## config.mk

```make
export PLATFORM = sky130hd
export DESIGN_NAME = instruction_type_decoder_stage
export DESIGN_NICKNAME = d
export VERILOG_FILES = /design/src/rtl/instruction_type_decoder_stage.sv
export SDC_FILE = /design/constraint.sdc
export NUM_CORES = 1
export LEC_CHECK = 0
export CORE_ASPECT_RATIO = 0.75
export CORE_MARGIN = 10
export CORE_UTILIZATION = 50
export DETAILED_ROUTE_END_ITERATION = 12
export PLACE_DENSITY = 0.82
export SYNTH_ARGS = -nofsm -noshare
export SYNTH_HDL_FRONTEND = slang
export SYNTH_SLANG_ARGS = --single-unit
```

## constraint.sdc

```tcl
create_clock -name clk -period 1.8 [get_ports clk]
set_input_delay 0.36 -clock clk [delete_from_list [all_inputs] [get_ports clk]]
set_output_delay 0.36 -clock clk [all_outputs]
set_load 0.05 [all_outputs]
```

## src/rtl/instruction_type_decoder_stage.sv

```systemverilog
// ---------------------------------------------------------------------------
// instruction_type_decoder_stage
//
// Front end of the decode stage, sitting just upstream of control_decoder.
// Fetched RV32I instruction words arrive over a valid/ready handshake. The
// 7-bit opcode of each word is decoded into nine one-hot instruction-type
// flags, plus an illegal flag for opcodes that match none of them. The
// decoded flags, the instruction word and its PC are held together in a
// 2-entry skid buffer that acts as the IF/ID pipeline register. The buffer
// supports a downstream stall (out_ready low) and a flush on redirect. A
// saturating counter records how many illegal opcodes have been accepted.
//
// Ports
//   clk              rising-edge clock for all state
//   rst              synchronous, active-high reset
//   flush            discard every buffered entry (branch/jump redirect)
//   in_valid         fetch is presenting an instruction
//   in_ready         this stage can take an instruction this cycle
//   in_instruction   fetched instruction word (XLEN bits)
//   in_pc            PC of the fetched instruction (XLEN bits)
//   out_valid        a decoded entry is available at the head
//   out_ready        execute accepts the head entry; low means stall
//   out_instruction  instruction word of the head entry
//   out_pc           PC of the head entry
//   r_type .. uj_type  one-hot instruction-type flags of the head entry
//   illegal          head entry opcode matches none of the nine types
//   illegal_count    saturating count of accepted illegal instructions
// ---------------------------------------------------------------------------
module instruction_type_decoder_stage #(
  parameter int XLEN  = 32,
  parameter int CNT_W = 8
) (
  input  logic             clk,
  input  logic             rst,
  input  logic             flush,
  input  logic             in_valid,
  output logic             in_ready,
  input  logic [XLEN-1:0]  in_instruction,
  input  logic [XLEN-1:0]  in_pc,
  output logic             out_valid,
  input  logic             out_ready,
  output logic [XLEN-1:0]  out_instruction,
  output logic [XLEN-1:0]  out_pc,
  output logic             r_type,
  output logic             i_type_lw,
  output logic             i_type_addi,
  output logic             i_type_jalr,
  output logic             s_type,
  output logic             sb_type,
  output logic             u_type_auipc,
  output logic             u_type_lui,
  output logic             uj_type,
  output logic             illegal,
  output logic [CNT_W-1:0] illegal_count
);

  localparam logic [CNT_W-1:0] CNT_MAX = '1;
  localparam logic [CNT_W-1:0] CNT_ONE = {{(CNT_W-1){1'b0}}, 1'b1};

  // Bit order of the decoded type vector, MSB first:
  // r, lw, addi, jalr, s, sb, auipc, lui, uj, illegal
  logic [9:0]      dec_type;

  logic            main_valid;
  logic [XLEN-1:0] main_instruction;
  logic [XLEN-1:0] main_pc;
  logic [9:0]      main_type;

  logic            skid_valid;
  logic [XLEN-1:0] skid_instruction;
  logic [XLEN-1:0] skid_pc;
  logic [9:0]      skid_type;

  logic            accept;
  logic            pop;

  // The skid register is the only thing that can block fetch, so in_ready
  // comes straight from a flop. This keeps out_ready off any combinational
  // path back to in_ready.
  assign in_ready = !skid_valid;
  assign accept   = in_valid && in_ready;
  assign pop      = main_valid && out_ready;

  // Opcode decode of the incoming word. The result is stored with the entry,
  // so the flags at the output always belong to the head instruction.
  always_comb begin
    dec_type = 10'b00_0000_0001;
    case (in_instruction[6:0])
      7'b0110011: dec_type = 10'b10_0000_0000;
      7'b0000011: dec_type = 10'b01_0000_0000;
      7'b0010011: dec_type = 10'b00_1000_0000;
      7'b1100111: dec_type = 10'b00_0100_0000;
      7'b0100011: dec_type = 10'b00_0010_0000;
      7'b1100011: dec_type = 10'b00_0001_0000;
      7'b0010111: dec_type = 10'b00_0000_1000;
      7'b0110111: dec_type = 10'b00_0000_0100;
      7'b1101111: dec_type = 10'b00_0000_0010;
      default:    dec_type = 10'b00_0000_0001;
    endcase
  end

  // Main/skid buffer control. The main register is always the head of the
  // queue. A new entry only lands in the skid register when main is full
  // and is not being popped; on the next pop the skid entry moves forward.
  // An accept can never coincide with a full skid because in_ready is low
  // then, so the pop-with-skid branch needs no accept handling. A flush
  // just clears the valid bits and leaves the data registers untouched.
  always_ff @(posedge clk) begin
    if (rst) begin
      main_valid       <= 1'b0;
      main_instruction <= '0;
      main_pc          <= '0;
      main_type        <= '0;
      skid_valid       <= 1'b0;
      skid_instruction <= '0;
      skid_pc          <= '0;
      skid_type        <= '0;
    end else if (flush) begin
      main_valid <= 1'b0;
      skid_valid <= 1'b0;
    end else if (pop) begin
      if (skid_valid) begin
        main_instruction <= skid_instruction;
        main_pc          <= skid_pc;
        main_type        <= skid_type;
        skid_valid       <= 1'b0;
      end else if (accept) begin
        main_instruction <= in_instruction;
        main_pc          <= in_pc;
        main_type        <= dec_type;
      end else begin
        main_valid <= 1'b0;
      end
    end else if (accept) begin
      if (main_valid) begin
        skid_valid       <= 1'b1;
        skid_instruction <= in_instruction;
        skid_pc          <= in_pc;
        skid_type        <= dec_type;
      end else begin
        main_valid       <= 1'b1;
        main_instruction <= in_instruction;
        main_pc          <= in_pc;
        main_type        <= dec_type;
      end
    end
  end

  // Illegal opcodes are counted at the moment they are accepted. This
  // includes words that a later (or same-cycle) flush throws away. The
  // counter sticks at its maximum instead of wrapping.
  always_ff @(posedge clk) begin
    if (rst) begin
      illegal_count <= '0;
    end else if (accept && dec_type[0] && (illegal_count != CNT_MAX)) begin
      illegal_count <= illegal_count + CNT_ONE;
    end
  end

  // The head entry drives the outputs. The type flags are gated by
  // out_valid, so all ten read zero while the buffer is empty.
  assign out_valid       = main_valid;
  assign out_instruction = main_instruction;
  assign out_pc          = main_pc;
  assign {r_type, i_type_lw, i_type_addi, i_type_jalr, s_type, sb_type,
          u_type_auipc, u_type_lui, uj_type, illegal} =
         main_valid ? main_type : 10'b0;

endmodule

```

==> out/results.txt <==
status -> complete, no violations
number of synthesized register bits -> 158
die area -> 17900 um^2
Hold Buf Count CTS -> 0
Synth Instances -> 825
worst hold path class -> in -> reg
Max rail drop VDD -> 754 uV
Die Ht -> 118 um
Primary FF master, synth -> dfxtp_1
first-pass GRT wire length -> 29800 um
Post-synth EDFFs -> 0
Worst Path Max Fanout -> 12
final setup margin -> 0.0750 ns
drt drc -> 0
Ports -> 153
Filler Cell Count -> 956
Post-DRT Antenna Nets -> 0
worst skew pair latency -> 0.41 ns
final setup fails -> 0
Synthesized Nets -> 895
Routed WL -> 18100 um
antenna violations before repair -> 0
Critical Path, Cell by Cell -> buf_6 -> and2_2 -> buf_12
Via density -> 5.33
Synth async-reset ratio -> 0%
Crit path max-delay family -> flip-flops
Core ar. -> 12400 um^2
Buf/Inv on CP -> 2
Die W -> 151 um
Hold Slack -> 0.409 ns
Largest stage delay, worst path -> 0.44 ns
Layout Skew -> 0.00921 ns
clock tree sinks -> 158
DP Area -> 8550 um^2
Worst EP arrival -> 1.36 ns
sequential area share after synthesis -> 49.0%
commonest non-fill, non-tap cell in the layout -> nand2_1
Final nets -> 1061
via count -> 6234
most frequent cells in the layout -> nand2_1 (269), dfxtp_1 (155), buf_4 (120)
leakage power -> 3.48 nW
Longest Clk Path Bufs -> 2
crit path max-delay cell type -> dfxtp_2
Synth Area per Inst -> 7.82 um^2
Initial DRT Pass Iterations -> 5
TritonCTS buffer count -> 17
htree depth -> 4
synthesized cell area -> 6450 um^2
crit path capture type -> primary output
post-CTS setup buffers -> 0
Place WS -> -0.296 ns
n_diodes -> 0
vias in the first global route -> 5901
TritonCTS clock tree -> done
clock-pin slew on the worst setup and hold paths -> 0.06 ns
Highest Clock Rate -> 580 MHz
total track usage -> 19.9%
post-synth cell types -> 40
pin count of the biggest net entering global routing -> 46
post-layout min period -> 1.72 ns
drt first-iter violations -> 408
Detail Placement HPWL -> 12900 um
Pwr Total -> 8.37 mW
Crit Path Category -> reg -> out
YS warnings -> 0
Slew @ Worst Pin -> 0.608 ns
Buffers on Ports -> 152
area delta synth->final -> 41.6%
Core Rows -> 35
post-route cell area -> 9130 um^2
Final Wtd Congestion -> 0.805
CTS Root Cell -> clkbuf_16
maxcap violations -> 0
CP required -> 1.44 ns
Max Slew Vio Count -> 0
total global routing overflow -> 0
Slew HR -> 59.0%
Starting Density -> 51.9%
Hold Vio Cnt, Final -> 0
critical path launch point type -> flip-flop
period utilization -> 95.8%
share of cells above drive strength 1 -> 21.5%
power density over the cells -> 917 nW/um^2
WL/cell -> 15.5 um
-- worst reg2reg max path, cell delays in order, from the launching register on --
cell and delay, ns:
dfxtp_2 0.36, ha_1 0.22, nand3_1 0.10, o21ai_0 0.50, a211oi_2 0.11, xnor2_1 0.18
nor2_1 0.05
-- Yosys cell counts, types with 2 or more instances --
cell type	n	share of area (%)
nor3_1	8	0.62
and3_1	2	0.19
nor2_1	97	5.6
a311oi_1	65	8.8
a211oi_2	4	0.78
clkbuf_1	42	2.4
xnor2_1	6	0.81
buf_4	4	0.47
inv_1	6	0.35
and2_1	11	1.1
buf_2	23	1.8
a211oi_1	6	0.70
nand2_1	269	16
a22oi_1	3	0.35
a21oi_1	85	6.6
dfxtp_1	158	49
buf_6	2	0.35
nor2b_1	2	0.19
nand3_1	7	0.54
nor3_2	3	0.47
mux2i_1	2	0.31
nor4_1	2	0.19
-- metrics by stage --
stage                     util (%)  cells  TNS (ns)
after floorplan                  -    825         0
after global placement        68.8   1138    -24.67
after global routing          73.4   1169   -0.0513
after detailed placement      68.8   1138    -28.65
after CTS                     73.2   1169         0
final                         73.4   1169         0
-- power by group --
group | internal, mW | total [mW] | leakage [nW] | switching [mW]
registers | 3.64 | 3.72 | 1.29 | 0.0821
logic | 0.502 | 1.30 | 1.93 | 0.796
clock network | 1.96 | 3.36 | 0.257 | 1.40
-- cells by family after synthesis --
logic type	count (synthesis)	synth area share, %
adder cells (fa/ha/maj)	1	0.194
XOR/XNOR	6	0.815
multiplexers	2	0.310
AND/OR/NAND/NOR	409	25.7
AO/OA/AOI/OAI	172	18.5
flip-flops	158	49.0
buffers and inverters	77	5.39
-- routing by layer --
metal | GRT usage (%) | up-vias | share of wire [%]
li1 | - | 3128 | -
met1 | 25.6 | 2881 | 43
met2 | 31.0 | 210 | 47
met3 | 6.90 | 15 | 9.2
met4 | 5.46 | 0 | 1.1
met5 | 0 | - | 0
-- cell type report --
class	instances	area (um^2)	area share, %
Timing Repair Buffer	218	2180	23.9
Tap cell	166	208	2.27
Clock buffer	21	460	5.04
Inverter	6	22.5	0.247
Clock inverter	10	91.3	1.00
Multi-Input combinational cell	590	3000	32.8
Sequential cell	158	3170	34.7
-- registers in the layout, summed over array words and instances (netlist names) --
name,cells
out_instruction,32
out_pc,32
skid_instruction,32
skid_pc,32
main_type,10
skid_type,10
illegal_count,8
out_valid,1
skid_valid,1
-- path summary, 6_finish.rpt --
check        slack, ns                   end  cells after the start                  from
max               0.08             i_type_lw                      3             out_valid
min reg2reg       0.45  skid_instruction[20]                      2  skid_instruction[20]
min               0.41      illegal_count[3]                      2                   rst
max reg2reg       0.15      illegal_count[2]                      6      illegal_count[0]
-- timing repair --
action,CTS,global route
hold endpoints to repair,0,0
resized for setup,0,5
endpoints found under the setup margin,0,13
Note: power is estimated with default switching activity, not from simulation.
